<file path="config.mk">
export PLATFORM = sky130hd
export DESIGN_NAME = forwarding_unit
export DESIGN_NICKNAME = d
export VERILOG_FILES = /design/src/rtl/forwarding_unit.sv
export SDC_FILE = /design/constraint.sdc
export NUM_CORES = 1
export LEC_CHECK = 0
export BUFFER_PORTS_ARGS = -buffer_cell sky130_fd_sc_hd__buf_2
export CAP_MARGIN = 10
export CORE_AREA = 2 2 52 54
export CTS_CLUSTER_DIAMETER = 60
export DETAILED_ROUTE_END_ITERATION = 8
export DIE_AREA = 0 0 54 56
export GPL_TIMING_DRIVEN = 0
export PLACE_DENSITY = 0.72
export SLEW_MARGIN = 0
export SYNTH_ARGS = -nofsm -noshare
export SYNTH_HDL_FRONTEND = slang
export SYNTH_SLANG_ARGS = --single-unit
</file>
<file path="constraint.sdc">
create_clock -name clk -period 3.85 [get_ports clk]
set_input_delay 0.385 -clock clk [delete_from_list [all_inputs] [get_ports clk]]
set_output_delay 0.385 -clock clk [all_outputs]
set_load 0.005 [all_outputs]
</file>
<file path="src/rtl/forwarding_unit.sv">
// Operand-forwarding unit for a 5-stage MIPS pipeline: tracks in-flight destinations and registers EX-stage selects.
// Optional FWD_WB_BYPASS_EN adds combinational ID-stage bypass flags for a WB producer.
module forwarding_unit #(
  parameter int unsigned BIT_WIDTH      = 32,
  parameter int unsigned REG_ADDR_WIDTH = 5
) (
  input  logic                      clk,
  input  logic                      rst,
  input  logic [REG_ADDR_WIDTH-1:0] id_rs,
  input  logic [REG_ADDR_WIDTH-1:0] id_rt,
  input  logic [REG_ADDR_WIDTH-1:0] id_dest,
  input  logic                      id_regWrite,
  input  logic                      id_memRead,
  input  logic                      IDIF_write,
  input  logic                      ex_noop,
  output logic [1:0]                fwd_a_sel,
  output logic [1:0]                fwd_b_sel,
  output logic                      ex_memRead,
  output logic [REG_ADDR_WIDTH-1:0] ex_rt,
  output logic                      hazard_violation,
  output logic [REG_ADDR_WIDTH-1:0] wb_dest,
`ifdef FWD_WB_BYPASS_EN
  output logic                      id_bypass_a,
  output logic                      id_bypass_b,
`endif
  output logic                      wb_regWrite
);

  // Address width; the datapath width only documents the surrounding pipeline.
  localparam int unsigned AW = (BIT_WIDTH > 0) ? REG_ADDR_WIDTH : REG_ADDR_WIDTH;

  localparam logic [1:0] SEL_RF  = 2'b00;
  localparam logic [1:0] SEL_MEM = 2'b01;
  localparam logic [1:0] SEL_WB  = 2'b10;

  logic [AW-1:0] ex_dest_q, ex_dest_d;
  logic          ex_rw_q, ex_rw_d;
  logic          ex_mr_q, ex_mr_d;
  logic [AW-1:0] mem_dest_q, mem_dest_d;
  logic          mem_rw_q, mem_rw_d;
  logic [AW-1:0] wb_dest_q, wb_dest_d;
  logic          wb_rw_q, wb_rw_d;
  logic [1:0]    sel_a_q, sel_a_d;
  logic [1:0]    sel_b_q, sel_b_d;
  logic          viol_q, viol_d;
  logic          load_use_c;

  // Youngest producer wins; register zero never forwards.
  function automatic logic [1:0] fwd_sel(input logic [AW-1:0] src,
                                         input logic          ex_rw,
                                         input logic [AW-1:0] ex_dest,
                                         input logic          mem_rw,
                                         input logic [AW-1:0] mem_dest);
    logic [1:0] sel;
    sel = SEL_RF;
    if (ex_rw && (ex_dest != '0) && (ex_dest == src)) begin
      sel = SEL_MEM;
    end else if (mem_rw && (mem_dest != '0) && (mem_dest == src)) begin
      sel = SEL_WB;
    end
    return sel;
  endfunction

  always_comb begin
    ex_dest_d  = id_dest;
    ex_rw_d    = id_regWrite;
    ex_mr_d    = id_memRead;
    mem_dest_d = ex_dest_q;
    mem_rw_d   = ex_rw_q;
    wb_dest_d  = mem_dest_q;
    wb_rw_d    = mem_rw_q;
    sel_a_d    = SEL_RF;
    sel_b_d    = SEL_RF;
    viol_d     = viol_q;
    load_use_c = ex_mr_q && (ex_dest_q != '0) &&
                 ((ex_dest_q == id_rs) || (ex_dest_q == id_rt));

    if (ex_noop) begin
      ex_dest_d = '0;
      ex_rw_d   = 1'b0;
      ex_mr_d   = 1'b0;
    end else begin
      sel_a_d = fwd_sel(id_rs, ex_rw_q, ex_dest_q, mem_rw_q, mem_dest_q);
      sel_b_d = fwd_sel(id_rt, ex_rw_q, ex_dest_q, mem_rw_q, mem_dest_q);
      // Unstalled load-use, or a held ID instruction duplicated into EX.
      if (load_use_c || !IDIF_write) begin
        viol_d = 1'b1;
      end
    end
  end

  always_ff @(posedge clk or negedge rst) begin
    if (!rst) begin
      ex_dest_q  <= '0;
      ex_rw_q    <= 1'b0;
      ex_mr_q    <= 1'b0;
      mem_dest_q <= '0;
      mem_rw_q   <= 1'b0;
      wb_dest_q  <= '0;
      wb_rw_q    <= 1'b0;
      sel_a_q    <= SEL_RF;
      sel_b_q    <= SEL_RF;
      viol_q     <= 1'b0;
    end else begin
      ex_dest_q  <= ex_dest_d;
      ex_rw_q    <= ex_rw_d;
      ex_mr_q    <= ex_mr_d;
      mem_dest_q <= mem_dest_d;
      mem_rw_q   <= mem_rw_d;
      wb_dest_q  <= wb_dest_d;
      wb_rw_q    <= wb_rw_d;
      sel_a_q    <= sel_a_d;
      sel_b_q    <= sel_b_d;
      viol_q     <= viol_d;
    end
  end

  assign fwd_a_sel        = sel_a_q;
  assign fwd_b_sel        = sel_b_q;
  assign ex_memRead       = ex_mr_q;
  assign ex_rt            = ex_dest_q;
  assign hazard_violation = viol_q;
  assign wb_dest          = wb_dest_q;
  assign wb_regWrite      = wb_rw_q;

`ifdef FWD_WB_BYPASS_EN
  // Serves a WB producer in ID when the register file reads before it writes.
  assign id_bypass_a = wb_rw_q && (wb_dest_q != '0) && (wb_dest_q == id_rs);
  assign id_bypass_b = wb_rw_q && (wb_dest_q != '0) && (wb_dest_q == id_rt);
`endif

endmodule

</file>
==> run_results.csv <==
group,metric,value,unit
status,status,"complete, no violations",
setup_path,critPathKind,"register to register",
clock_tree,cts_buffers,3,
global_route,antenna_found_initial,0,
setup_path,path_buf_inv,0,
route,top_layer,"met4",
die,dieHeight,56,um
cells_and_area,final_area,1209,um^2
pwr,p_leak,0.0006075,uW
setup_path,crit_path_end,"fwd_b_sel[1]",
synth,netlist_instances,73,
timing,slew_headroom,66.80,%
timing,hold_violations,0,
route,drc,0,
synth,syn_nets,94,
synth,synth_top_cell_by_area,"dfrtp_1",
timing,worstMarginPinSlew,0.4980,ns
timing,fin_skew,0.003664,ns
route,dr.pass1.iters,4,
synth,yosys.cell_types.count,16,
timing,max_freq,0.7018,GHz
clock_tree,cts.clk_slew.worst_paths,0.12,ns
pwr,ir_drop,159.0,uV
timing,maxSlewViolCount,0,
clock_tree,cts_tree,"yes",
global_route,grt_first_pass_wirelength,3.042,mm
setup_path,cpPeakStageDelay,0.53,ns
route,wl_met3,119,um
clock_tree,clkLatencyLatePin,0.31,ns
cells_and_area,nets,136,
route,wl_met2,1.003,mm
die,num_rows,18,
job,maxCapViolCount,0,
cells_and_area,final_layout_size_suffix_gt1_share,36.84,%
route,drt.antenna.violating_nets,0,
timing,fin_setup_tns,0,ns
global_route,grt_remaining_overflow,0,
synth,synth_area_per_cell,13.01,um^2
clock_tree,cts_setup_buffers,0,
setup_path,crit_path_start,"mem_dest_q[2]",
clock_tree,cts-hold-fix-buffers,0,
cells_and_area,synthToLayoutAreaGrowth,27.27,%
setup_path,cp_num_cells,4,
route,drt-met1-wl,664,um
setup_path,cp-start-kind,"register",
global_route,grt_max_degree,25,
die,ios,38,
timing,final.min_clock_period,1.425,ns
route,post_drt_via_cell_ratio,4.736,
route,vias,682,
synth,yosysTopAreaCellShare,63.24,%
route,wl_per_cell,12.83,um
setup_path,worstPathArrival,1.63,ns
setup_path,cp.required,4.06,ns
timing,post-route-period-util,37.01,%
synth,ys_seq_elements,24,
synth,synthTopCellsByArea,"dfrtp_1 (63%), xor2_1 (11%), xnor2_1 (7.4%), nor2b_1 (5.3%), nor3_1 (2.6%)",
clock_tree,cts_sinks,24,
place,place_area,1172,um^2
place,gp_congestion,0.9011,
place,portBuffers,37,
hold_path,min_path_type,"primary input to asynchronous set/reset pin",
timing,finalSetupViolations,0,
setup_path,critical-path-slowest-cell,"or4_1",
clock_tree,clockRootBuffer,"clkbuf_4",
die,core_area,2432,um^2
setup_path,crit_path_end_kind,"register",
cells_and_area,final_cell_mix,"buf_2 (37), dfrtp_1 (24), xor2_1 (12)",
global_route,grt_pass1_vias,727,
setup_path,crit_family,"simple AND/OR/NAND/NOR gates",
setup_path,r2r_slack,2.43,ns
cells_and_area,antenna_cells,0,
die,die_w,54,um
clock_tree,htree_levels,1,
pwr,power_density,373.7,nW/um^2
global_route,grt_usage,13.98,%
setup_path,r2r_cells,4,
synth,synth_area,949.7,um^2
timing,rsz0062_at_grt,"no",
setup_path,r2r-end,"fwd_b_sel[1]",
place,dp_hpwl,1.493,mm
synth,ys_seq_area_share,63.24,%
die,start_util,39.04,%
cells_and_area,layout_commonest_cell,"buf_2",
route,dr.first_iter.drc_count,2,
die,die_area,3024,um^2
synth,synth_warnings,0,
clock_tree,cts.repair.resized,0,
route,routed_wl,1.847,mm
setup_path,crit_fanout,4,
setup_path,crit_chain,"or4_1, o21ai_2, nor4_1, o2111a_1",
setup_path,rr_startpoint,"mem_dest_q[2]",
clock_tree,cts.path.max_buffers,2,
==> cell type report <==
| cell class | instances | area [um^2] |
|---|---|---|
| clock buffers | 4 | 36.28 |
| flip-flops and latches | 24 | 600.6 |
| well taps | 30 | 37.54 |
| multi-input cells | 48 | 345.3 |
| fillers | 234 | 1224 |
| plain buffers | 1 | 3.754 |
| repair buffers | 37 | 185.2 |
==> cell families after synthesis <==
| kind of cell | count (synthesis) | synth area share (%) |
|---|---|---|
| AO/OA/AOI/OAI | 4 | 3.820 |
| XOR/XNOR | 20 | 18.45 |
| buffers and inverters | 1 | 0.3949 |
| flip-flops | 24 | 63.24 |
| AND/OR/NAND/NOR | 24 | 14.10 |
==> cells in the mapped netlist <==
library cell  number
or4_1              1
a21oi_1            1
nor4_1             2
nand3b_1           1
nor3_1             5
nor2_1             2
clkbuf_1           1
nand3_1            2
dfrtp_1           24
xor2_1            12
o2111a_1           2
nor2b_1            8
nand2_1            2
o21ai_2            1
xnor2_1            8
or3_1              1
==> per-stage QoR <==
stage	utilization (%)	worst slack, ns	cells	hold WS, ns	power, uW
finish	49.69	2.425	144	0.02137	451.7
global route	49.69	2.329	144	0.05451	475.7
CTS	49.69	2.414	144	0.03358	460.3
detailed placement	48.20	2.402	140	0.3598	331.1
global placement	48.20	2.441	140	0.3517	328.6
floorplan	-	2.507	73	0.08941	300.3
==> power breakdown <==
| part | switching [uW] | internal [uW] | total, uW |
|---|---|---|---|
| Sequential | 9.44 | 262 | 272 |
| Combinational | 26.5 | 26.8 | 53.3 |
| Clock | 69.0 | 57.8 | 127 |
| Total | 105 | 347 | 452 |
==> state kept, by name, indices dropped and copies added, names as in the netlist, 2 cells and up <==
name and flops:
fwd_a_sel 2, fwd_b_sel 2, wb_dest 5, ex_rt 5, mem_dest_q 5
==> worst min-delay path by stage <==
stage | from | end | slack [ns]
2_1_floorplan | rst | ex_memRead | 0.09
3_3_place_gp | mem_rw_q | wb_regWrite | 0.35
3_5_place_dp | ex_rw_q | mem_rw_q | 0.36
4_1_cts | rst | fwd_b_sel[0] | 0.03
5_1_grt | rst | wb_dest[1] | 0.05
6_report | rst | wb_dest[4] | 0.02
==> metal layers <==
metal  vias up  GRT usage [%]
met5         -              0
met4         0          9.643
met3         5         0.8065
met2        26          24.56
met1       327          15.22
li1        324              -
Power figures use the tool's default switching activity.
